<file path="src/rtl/muldiv_seq_unit.sv">
// muldiv_seq_unit
//   Iterative RV32M multiply/divide unit for the EX stage. A shift-add
//   multiplier (one multiplier bit per cycle, LSB first) and a restoring
//   divider (one quotient bit per cycle, MSB first) share one pair of
//   XLEN-bit working registers. Operands are reduced to magnitudes on
//   acceptance and the result sign is applied once at the end.
//
// Ports
//   CLK     in   1     rising-edge clock
//   RESET   in   1     synchronous active-high reset
//   START   in   1     request, accepted when BUSY=0 and KILL=0
//   OP      in   3     funct3 (MUL MULH MULHSU MULHU DIV DIVU REM REMU)
//   DATA1   in   XLEN  rs1 (multiplicand / dividend)
//   DATA2   in   XLEN  rs2 (multiplier / divisor)
//   KILL    in   1     flush: abort any in-flight op, no VALID
//   BUSY    out  1     high while an op is in flight
//   VALID   out  1     one-cycle pulse when RESULT is updated
//   RESULT  out  XLEN  last completed result, held until the next VALID
module muldiv_seq_unit #(
  parameter int XLEN = 32
) (
  input  logic            CLK,
  input  logic            RESET,
  input  logic            START,
  input  logic [2:0]      OP,
  input  logic [XLEN-1:0] DATA1,
  input  logic [XLEN-1:0] DATA2,
  input  logic            KILL,
  output logic            BUSY,
  output logic            VALID,
  output logic [XLEN-1:0] RESULT
);

  localparam int CNT_W = $clog2(XLEN) + 1;
  localparam logic [CNT_W-1:0] LAST = CNT_W'(XLEN - 1);
  localparam logic [XLEN-1:0]  MINV = {1'b1, {(XLEN-1){1'b0}}};

  typedef enum logic [1:0] {IDLE, CALC, FIX} state_t;

  state_t           state;
  logic [CNT_W-1:0] cnt;
  logic [2:0]       op_r;
  logic [XLEN-1:0]  mcand;    // multiplicand or divisor magnitude
  logic [XLEN-1:0]  hi;       // product high half / partial remainder
  logic [XLEN-1:0]  lo;       // multiplier-then-product low half / quotient
  logic             neg_r;    // result must be negated in FIX
  logic             special_r;// lo already holds the final result
  logic             hold_r;   // fast path waits one extra cycle in FIX

  function automatic logic [XLEN-1:0] neg_w(input logic [XLEN-1:0] v, input logic en);
    return en ? -v : v;
  endfunction

  function automatic logic [2*XLEN-1:0] neg_2w(input logic [2*XLEN-1:0] v, input logic en);
    return en ? -v : v;
  endfunction

  // Acceptance decode: operand signs, magnitudes and special cases
  logic            sgn1, sgn2, a_neg, b_neg, res_neg, div0, ovf, special;
  logic [XLEN-1:0] a_mag, b_mag, spec_val;

  always_comb begin
    // MULHU, DIVU, REMU treat rs1 as unsigned; only MUL/MULH/DIV/REM sign rs2
    sgn1     = !(OP == 3'b011 || OP == 3'b101 || OP == 3'b111);
    sgn2     = (OP == 3'b000 || OP == 3'b001 || OP == 3'b100 || OP == 3'b110);
    a_neg    = sgn1 && DATA1[XLEN-1];
    b_neg    = sgn2 && DATA2[XLEN-1];
    a_mag    = neg_w(DATA1, a_neg);
    b_mag    = neg_w(DATA2, b_neg);
    // Remainder takes the dividend sign; everything else takes s1^s2
    res_neg  = (OP[2] && OP[1]) ? a_neg : (a_neg ^ b_neg);
    div0     = OP[2] && (DATA2 == '0);
    ovf      = OP[2] && !OP[0] && (DATA1 == MINV) && (DATA2 == '1);
    special  = div0 || ovf;
    spec_val = '0;
    if (div0)
      spec_val = OP[1] ? DATA1 : '1;
    else if (ovf)
      spec_val = OP[1] ? '0 : DATA1;
  end

  // One iteration of shift-add multiply or restoring divide
  logic [XLEN:0]   mul_sum, div_trial;
  logic [XLEN-1:0] addend, step_hi, step_lo;

  always_comb begin
    addend    = lo[0] ? mcand : '0;
    mul_sum   = {1'b0, hi} + {1'b0, addend};
    div_trial = {hi, lo[XLEN-1]} - {1'b0, mcand};
    if (op_r[2]) begin
      // A clear borrow bit means the divisor fits: keep the difference
      if (!div_trial[XLEN]) begin
        step_hi = div_trial[XLEN-1:0];
        step_lo = {lo[XLEN-2:0], 1'b1};
      end else begin
        step_hi = {hi[XLEN-2:0], lo[XLEN-1]};
        step_lo = {lo[XLEN-2:0], 1'b0};
      end
    end else begin
      step_hi = mul_sum[XLEN:1];
      step_lo = {mul_sum[0], lo[XLEN-1:1]};
    end
  end

  // Final sign fix-up and half / quotient / remainder selection
  logic [2*XLEN-1:0] prod_fix;
  logic [XLEN-1:0]   fix_res;

  always_comb begin
    prod_fix = neg_2w({hi, lo}, neg_r);
    if (special_r)
      fix_res = lo;
    else if (op_r[2])
      fix_res = op_r[1] ? neg_w(hi, neg_r) : neg_w(lo, neg_r);
    else if (op_r[1:0] == 2'b00)
      fix_res = prod_fix[XLEN-1:0];
    else
      fix_res = prod_fix[2*XLEN-1:XLEN];
  end

  always_ff @(posedge CLK) begin
    if (RESET) begin
      state     <= IDLE;
      cnt       <= '0;
      op_r      <= '0;
      mcand     <= '0;
      hi        <= '0;
      lo        <= '0;
      neg_r     <= 1'b0;
      special_r <= 1'b0;
      hold_r    <= 1'b0;
      BUSY      <= 1'b0;
      VALID     <= 1'b0;
      RESULT    <= '0;
    end else if (KILL) begin
      state  <= IDLE;
      hold_r <= 1'b0;
      BUSY   <= 1'b0;
      VALID  <= 1'b0;
    end else begin
      VALID <= 1'b0;
      case (state)
        IDLE: begin
          if (START) begin
            op_r  <= OP;
            neg_r <= res_neg;
            cnt   <= '0;
            hi    <= '0;
            BUSY  <= 1'b1;
            if (special) begin
              lo        <= spec_val;
              mcand     <= '0;
              special_r <= 1'b1;
              hold_r    <= 1'b1;
              state     <= FIX;
            end else begin
              // Divide iterates over the dividend, multiply over the multiplier
              lo        <= OP[2] ? a_mag : b_mag;
              mcand     <= OP[2] ? b_mag : a_mag;
              special_r <= 1'b0;
              hold_r    <= 1'b0;
              state     <= CALC;
            end
          end
        end
        CALC: begin
          hi  <= step_hi;
          lo  <= step_lo;
          cnt <= cnt + CNT_W'(1);
          if (cnt == LAST)
            state <= FIX;
        end
        FIX: begin
          if (hold_r) begin
            hold_r <= 1'b0;
          end else begin
            RESULT <= fix_res;
            VALID  <= 1'b1;
            BUSY   <= 1'b0;
            state  <= IDLE;
          end
        end
        default: begin
          state <= IDLE;
          BUSY  <= 1'b0;
        end
      endcase
    end
  end

endmodule

</file>
<file path="config.mk">
export PLATFORM = sky130hd
export DESIGN_NAME = muldiv_seq_unit
export DESIGN_NICKNAME = d
export VERILOG_FILES = /design/src/rtl/muldiv_seq_unit.sv
export SDC_FILE = /design/constraint.sdc
export NUM_CORES = 1
export LEC_CHECK = 0
export CAP_MARGIN = 15
export CORE_MARGIN = 4
export CORE_UTILIZATION = 50
export DETAILED_ROUTE_END_ITERATION = 8
export GPL_TIMING_DRIVEN = 0
export HOLD_SLACK_MARGIN = 0.08
export PLACE_DENSITY_LB_ADDON = 0.25
export SLEW_MARGIN = 20
export SYNTH_ARGS = -nofsm -noshare
export SYNTH_HDL_FRONTEND = slang
export SYNTH_SLANG_ARGS = --single-unit
export TNS_END_PERCENT = 30
</file>
<file path="constraint.sdc">
create_clock -name CLK -period 4.63 [get_ports CLK]
set_input_delay 0.6945 -clock CLK [delete_from_list [all_inputs] [get_ports CLK]]
set_output_delay 0.6945 -clock CLK [all_outputs]
set_load 0.01 [all_outputs]
</file>
==> metrics.md <==
| Metric | Value |
|---|---|
| Row cnt | `63` |
| Clock-pin slew on the worst setup and hold paths | `roughly 0.070 ns` |
| Initial core utilization | `51.17%` |
| Min-Delay Path Class | `register to register` |
| Placed Cells | `about 2600` |
| Post-synthesis mux area share | `under 10%` |
| Yosys cell types | `between 80 and 90` |
| Total gr overflow | `0` |
| Initial DRT Pass Iterations | `6` |
| Die Span Y | `between 150 and 200 um` |
| Hold Buf Count CTS | `0` |
| Sw Ratio | `just under 40%` |
| Combinational share of power | `approximately 34%` |
| Worst vdd ir | `between 0.2 and 0.3 mV` |
| Mean Syn Cell Area | `slightly above 7 um2` |
| RSZ-0062 raised after global routing | `false` |
| TritonCTS buffer count | `17` |
| Sequential Power Share | `a little under a third` |
| Setup_tns | `0 ns` |
| Worst hold slack | `0.4564 ns` |
| Ports | `~110` |
| Post-CTS setup buffers | `0` |
| Final Total Pwr | `~4.3 mW` |
| EDFF count, synth | `0` |
| Via density | `about 6.8` |
| Largest family of logic cells by synthesized area | `compound AO/OA/AOI/OAI gates` |
| Yosys top cell by area | `dfxtp_1` |
| GRT met1 Usage | `51.53%` |
| CP endpoint kind | `register` |
| Endpoints failing setup | `0` |
| Via Count | `~18000` |
| Compound-Gate Fraction of Synth Area | `between 30% and 40%` |
| Clock root buffer | `clkbuf_16` |
| Critical-path maximum fanout | `8` |
| Die Footprint | `approximately 33000 um2` |
| Seq cells post-synth | `approximately 140` |
| P&R area growth vs syn | `14.00%` |
| Net switching power | `1.701 mW` |
| Layout Skew | `~0.014 ns` |
| Sequential share of the synthesized area | `18.86%` |
| HPWL after DPL | `about 55000 um` |
| Syn Inst Count | `between 2000 and 2500` |
| Synth warn | `0` |
| Final count of pins violating max slew | `0` |
| Fin crit share | `between 90 and 100%` |
| Synth Area in XOR/XNOR | `between 10% and 20%` |
| Wire per inst | `~26 um` |
| CTS tree | `yes` |
| Mapped Area | `between 15000 and 20000 um2` |
| CTS H-tree depth | `4` |
| Post-synth top flop | `dfxtp_1` |
| WS Path Type | `input port to register` |
| Grt met3 use | `under 10%` |
| Core area | `29870 um2` |
| Worst EP arrival | `around 4.8 ns` |
| Design Area, Final | `roughly 17000 um2` |
| Area share of fa/ha/maj cells after synthesis | `approximately 6%` |
| Clk sinks | `between 100 and 150` |
| Worst-Margin Slew | `between 1 and 1.5 ns` |
| Area post-placement | `around 17000 um2` |
| Crit start category | `input port` |
| Most common cell after layout, fill and taps aside | `nand2_1` |
| Post-route non-filler standard cell count | `2679` |
| Status | `complete, no violations` |
| Max-cap violations | `0` |
| Max-Slew Margin vs Limit | `31.66%` |
| Input/output buffers | `~100` |
| Pleak | `6.541 nW` |
| Clock buffer depth | `2` |
| Share of layout cells above drive strength 1 | `roughly 4.4%` |
| Global-route wire length before repair | `around 100000 um` |
| R2r startpoint | `lo[0]$_SDFFE_PP0P_` |
| Share of the synthesized area in the top cell type | `between 10% and 20%` |
| Hold Path Origin | `RESULT[14]$_SDFFE_PP0P_` |
| Pint | `2.599 mW` |
| Clock Power Share | `about a third` |
| DR iter-0 viols | `2601` |
| Syn nets | `between 2000 and 2500` |
| Met2 Resource Use GR | `61.31%` |
| Most frequent cells in the layout | `nand2_1 (224), a21oi_1 (197), nor2_1 (192), o21ai_0 (166), dfxtp_1 (144)` |
| Number of global-route vias before repair | `approximately 17000` |
| Gr usage total | `40.22%` |
| Critical Path RT | `between 4 and 5 ns` |
| Post-Synth Simple-Gate Area | `approximately 23%` |
| # DRC | `0` |
| Initial antenna violation count | `1` |
| Most Crowded Layer GR | `met2` |
| Ranking of synthesized cells by area | `dfxtp_1 (19%), a21oi_1 (6.5%), xnor2_1 (6.0%), ha_1 (5.7%), nand2_1 (5.5%)` |
| ANT nets after route | `0` |
| Final RePlAce weighted congestion | `approximately 1.1` |
| Post-synth ARST share | `0%` |
| Hold Vio Cnt, Final | `0` |
| Minimum clock period | `between 4 and 5 ns` |
| Final wirelength | `about 70000 um` |
| Nets | `about 2400` |
| Horiz. Die Dim | `182.8 um` |
| Largest net degree at the start of global routing | `17` |
| Clock latency on the worst-skew pair | `between 0.4 and 0.5 ns` |
| Max Clock Freq | `~220 MHz` |
| Critical Path Source | `DATA1[0]` |
| Pwr Density | `246.8 nW/um2` |
==> per-layer routing <==
layer / wire length (um) / part of all wire [%]
met5: 0 / 0
met1: 27330 / 39
met4: 5018 / 7.2
met3: 7858 / 11
met2: 29530 / 42
==> power groups by stage <==
| stage | combinational (mW) | clock [mW] | sequential, mW |
|---|---|---|---|
| 4_1_cts | 1.39 | 1.49 | 1.34 |
| 5_1_grt | 1.53 | 1.53 | 1.34 |
| 2_1_floorplan | 0.907 | 0 | 1.34 |
| 3_5_place_dp | 1.38 | 0 | 1.37 |
| 6_report | 1.45 | 1.51 | 1.34 |
| 3_3_place_gp | 1.38 | 0 | 1.36 |
==> stage by stage <==
step / utilization, % / setup WS (ns)
global placement: 56.22 / -0.2636
finish: 58.33 / 0.1370
CTS: 58.24 / 0.01864
floorplan: - / 1.422
global route: 58.32 / 0.03537
detailed placement: 56.22 / -0.2167
==> cells in the mapped netlist (all sizes together) (5+ instances only) <==
cell / n
a2111oi: 9
a211o: 6
a211oi: 41
a21boi: 9
a21o: 30
a21oi: 197
a221oi: 9
a22o: 32
a22oi: 15
a311oi: 7
a31oi: 23
a32o: 9
a32oi: 5
a41oi: 11
and2: 12
and3: 22
buf: 35
clkbuf: 131
dfxtp: 144
ha: 70
inv: 71
mux2: 5
mux2i: 57
nand2: 224
nand2b: 26
nand3: 51
nand4: 25
nor2: 193
nor2b: 11
nor3: 62
nor4: 20
o211ai: 29
o21a: 15
o21ai: 175
o21bai: 7
o221ai: 16
o22ai: 8
o31ai: 33
o41ai: 18
or2: 12
or3: 27
or4: 22
xnor2: 105
xor2: 79
==> worst max-delay path, cell delays in order <==
cell and delay, ns:
clkdlybuf4s50_1 0.55, inv_1 0.17, ha_1 0.17, or3b_2 0.51, nor3_2 0.47, nand3_2 0.29, nor2_1 0.64, nor2_1 0.31
nand2_1 0.12, a21oi_1 0.10, o311ai_0 0.66, a21oi_1 0.12
==> final cells by class <==
class,instances,area (um2)
Timing Repair Buffer,102,1021
Inverter,72,270.3
Clock inverter,14,177.7
Buffer,166,670.6
Multi-Input combinational cell,1772,11480
Antenna cell,2,5.005
Clock buffer,17,425.4
Sequential cell,144,2883
Fill cell,2902,12450
Tap cell,390,488.0
==> logic make-up after synthesis <==
family | Yosys count
mux | 63
simple gates | 721
buf+inv | 238
compound gates | 732
fa+ha+maj | 72
xor+xnor | 184
flops | 144
==> registers in the layout, summed over array words and instances, names as in the netlist <==
| signal | flops |
|---|---|
| hi | 32 |
| VALID | 1 |
| cnt | 6 |
| op_r | 3 |
| mcand | 32 |
| RESULT | 32 |
| state | 2 |
| neg_r | 1 |
| BUSY | 1 |
| lo | 32 |
| hold_r | 1 |
| special_r | 1 |
==> worst paths after layout <==
| check | to | slack (ns) | cells after the start |
|---|---|---|---|
| worst max register to register | hi[25]$_SDFFE_PP0P_ | 0.17 | 12 |
| worst max-delay path | lo[23]$_SDFFE_PP0P_ | 0.14 | 12 |
| worst min register to register | RESULT[14]$_SDFFE_PP0P_ | 0.46 | 2 |
| worst min-delay path | RESULT[14]$_SDFFE_PP0P_ | 0.46 | 2 |
==> timing repair <==
item,in CTS,in global routing
gates resized for setup,0,2
endpoints found under the setup margin,0,3
hold endpoints to repair,0,0
(Power assumes the default switching activity.)
==> variant, RTL diff (same flow settings) <==
Re-encode `state_t` (3 states) as one-hot, 3 bits wide.
--- a/src/rtl/muldiv_seq_unit.sv
+++ b/src/rtl/muldiv_seq_unit.sv
@@ -35,7 +35,7 @@
   localparam logic [CNT_W-1:0] LAST = CNT_W'(XLEN - 1);
   localparam logic [XLEN-1:0]  MINV = {1'b1, {(XLEN-1){1'b0}}};
 
-  typedef enum logic [1:0] {IDLE, CALC, FIX} state_t;
+  typedef enum logic [2:0] {IDLE = 3'b001, CALC = 3'b010, FIX = 3'b100} state_t;
 
   state_t           state;
   logic [CNT_W-1:0] cnt;
Function: no difference found for any inputs over 4 cycles, from zero or initial values and one cycle with RESET high; so few cycles prove little.
==> variant against the original RTL <==
Register-to-register slack improved by 0.03 ns; highest routed layer unchanged; power rose by 4.1%; combinational power rose by 9.7%; sequential cell count increased by 1; synthesized cell count about the same; critical path type is now flip-flop to flip-flop; setup slack better by 0.061 ns; routed wire length rose by 1.5%; cell area up 0.64%; critical path depth is the same; die area up 0.19%; area after synthesis is 0.20% higher.
==> variant: results (changes against the original RTL) <==
- The first-pass GRT wire length came to 104,000 µm (+0.31%).
- The placed cell area was 16,800 µm² (+0.28%).
- Drt wl/cell: 26.4 µm (+1.5%)
- Final instance area: 17,500 µm² (+0.64%)
- Antenna violations before repair: 0 (-1)
- The share of power burned in registers is 0.302 (-0.010).
- The relative slew slack was 0.249 (-0.0674).
- The number of placed cells counting well taps was 2,645 (-0.038%).
* Overall routing resource usage: 0.407 (+0.00433)
- Shortest period the worst path allows: 4.43 ns (-0.0613 ns)
* Met1 Track Usage GR: 0.515 (-0.000669)
- The routability congestion estimate from global placement was 1.08 (-4.3%).
* DRC violation total after the first TritonRoute iteration: 2,353 (-9.5%)
* Number of global-route vias before repair: 17,300 (+0.20%)
* Hold path endpoint: RESULT[29]
- Crit-path max cell delay: 0.59 ns (-0.07 ns)
- Startpoint of the most critical register-to-register path: lo[31]
- Static Leakage: 6.49 nW (-0.83%)
- Maximum vdd ir drop: 0.248 mV (-17%)
* Final worst clock skew: 0.0170 ns (+0.00256 ns)
* Count of nets left with antenna violations after detail routing: 0 (unchanged)
- The kind of cell with the highest combined delay along the critical path is compound AO/OA/AOI/OAI gates.
- Proportion of cell area occupied by multi-input gates: 0.659 (about the same)
- The HPWL after detailed placement was 55,700 µm (+1.9%).
* Routed vias/inst: 6.78 (-0.43%)
* Switching part of the total: 0.392 (-0.00348)
- In the post-synthesis netlist, the biggest area contributors are sky130_fd_sc_hd__dfxtp_1, sky130_fd_sc_hd__nand2_1, sky130_fd_sc_hd__xnor2_1.
- Startpoint of the most critical hold path: RESULT[29]
* Area fraction of clock buffers and clock inverters: 0.0360 (+0.00135)
* Worst path arrival time: 4.74 ns (-0.08 ns)
- Number of diodes added for antenna fixing: 1 (-1)
- Outcome: complete, no violations
- Count of filler cells inserted in the layout: 2,810 (-3.2%)
* Slack of the worst reg-to-reg path: 0.20 ns (+0.03 ns)
* Synth top cells by count: sky130_fd_sc_hd__nand2_1, sky130_fd_sc_hd__nor2_1, sky130_fd_sc_hd__a21oi_1, sky130_fd_sc_hd__o21ai_0, sky130_fd_sc_hd__clkbuf_1
* Count of distinct cell types in the synthesized netlist: 85 (-3.4%)
* Non-clock buffers, area share: 0.0968 (-0.000260)
* Crit path kind: flip-flop to flip-flop
- Synthesized area per cell: 7.12 µm² (+0.29%)
- Sequential cell count of the final layout: 145 (+0.69%)
- The most critical setup path has its endpoint at hi[27].
- The via count came to 18,200 (-0.43%).
- Proportion of layout cells with a drive suffix above 1: 0.0428 (-0.00133)
- The total of clock buffers placed in the layout came to 18 (+1).
* Critical-path cell with the highest stage delay: sky130_fd_sc_hd__a2111oi_0
* Met2 usage: 0.629 (+0.0162)
* Iteration count of the initial detailed-routing pass: 7 (+1)
- The logic depth of the worst register-to-register path was 12 (unchanged).
* Mapped Nets: 2,295 (-0.087%)
- The placement-stage worst setup slack is -0.296 ns (-0.0791 ns).
-- variant: changes by cell type in the layout (fill, tap and decap cells not counted), moves of 14 or more --
cell,delta
sky130_fd_sc_hd__nand2_1,+16
sky130_fd_sc_hd__clkbuf_1,+14
sky130_fd_sc_hd__o211ai_1,+17
sky130_fd_sc_hd__a22o_1,-32
sky130_fd_sc_hd__a21oi_1,-19
-- variant: per-layer routing --
metal	share of wire	wire length, µm
met2	0.43	30500
met1	0.39	27700
met5	0	0
met4	0.071	5040
met3	0.11	7460
-- variant: cells by family after synthesis --
family,Yosys count,synth area share
simple gates,740,0.232
compound gates,708,0.309
buf+inv,236,0.0598
xor+xnor,187,0.107
flops,145,0.190
fa+ha+maj,72,0.0598
mux,64,0.0431
-- variant: timing repair --
item                       in CTS  in global routing
pin swaps                       0                  0
setup buffers                   0                  4
hold buffers                    0                  0
setup endpoints to repair      23                 35
gates resized for setup         2                  3
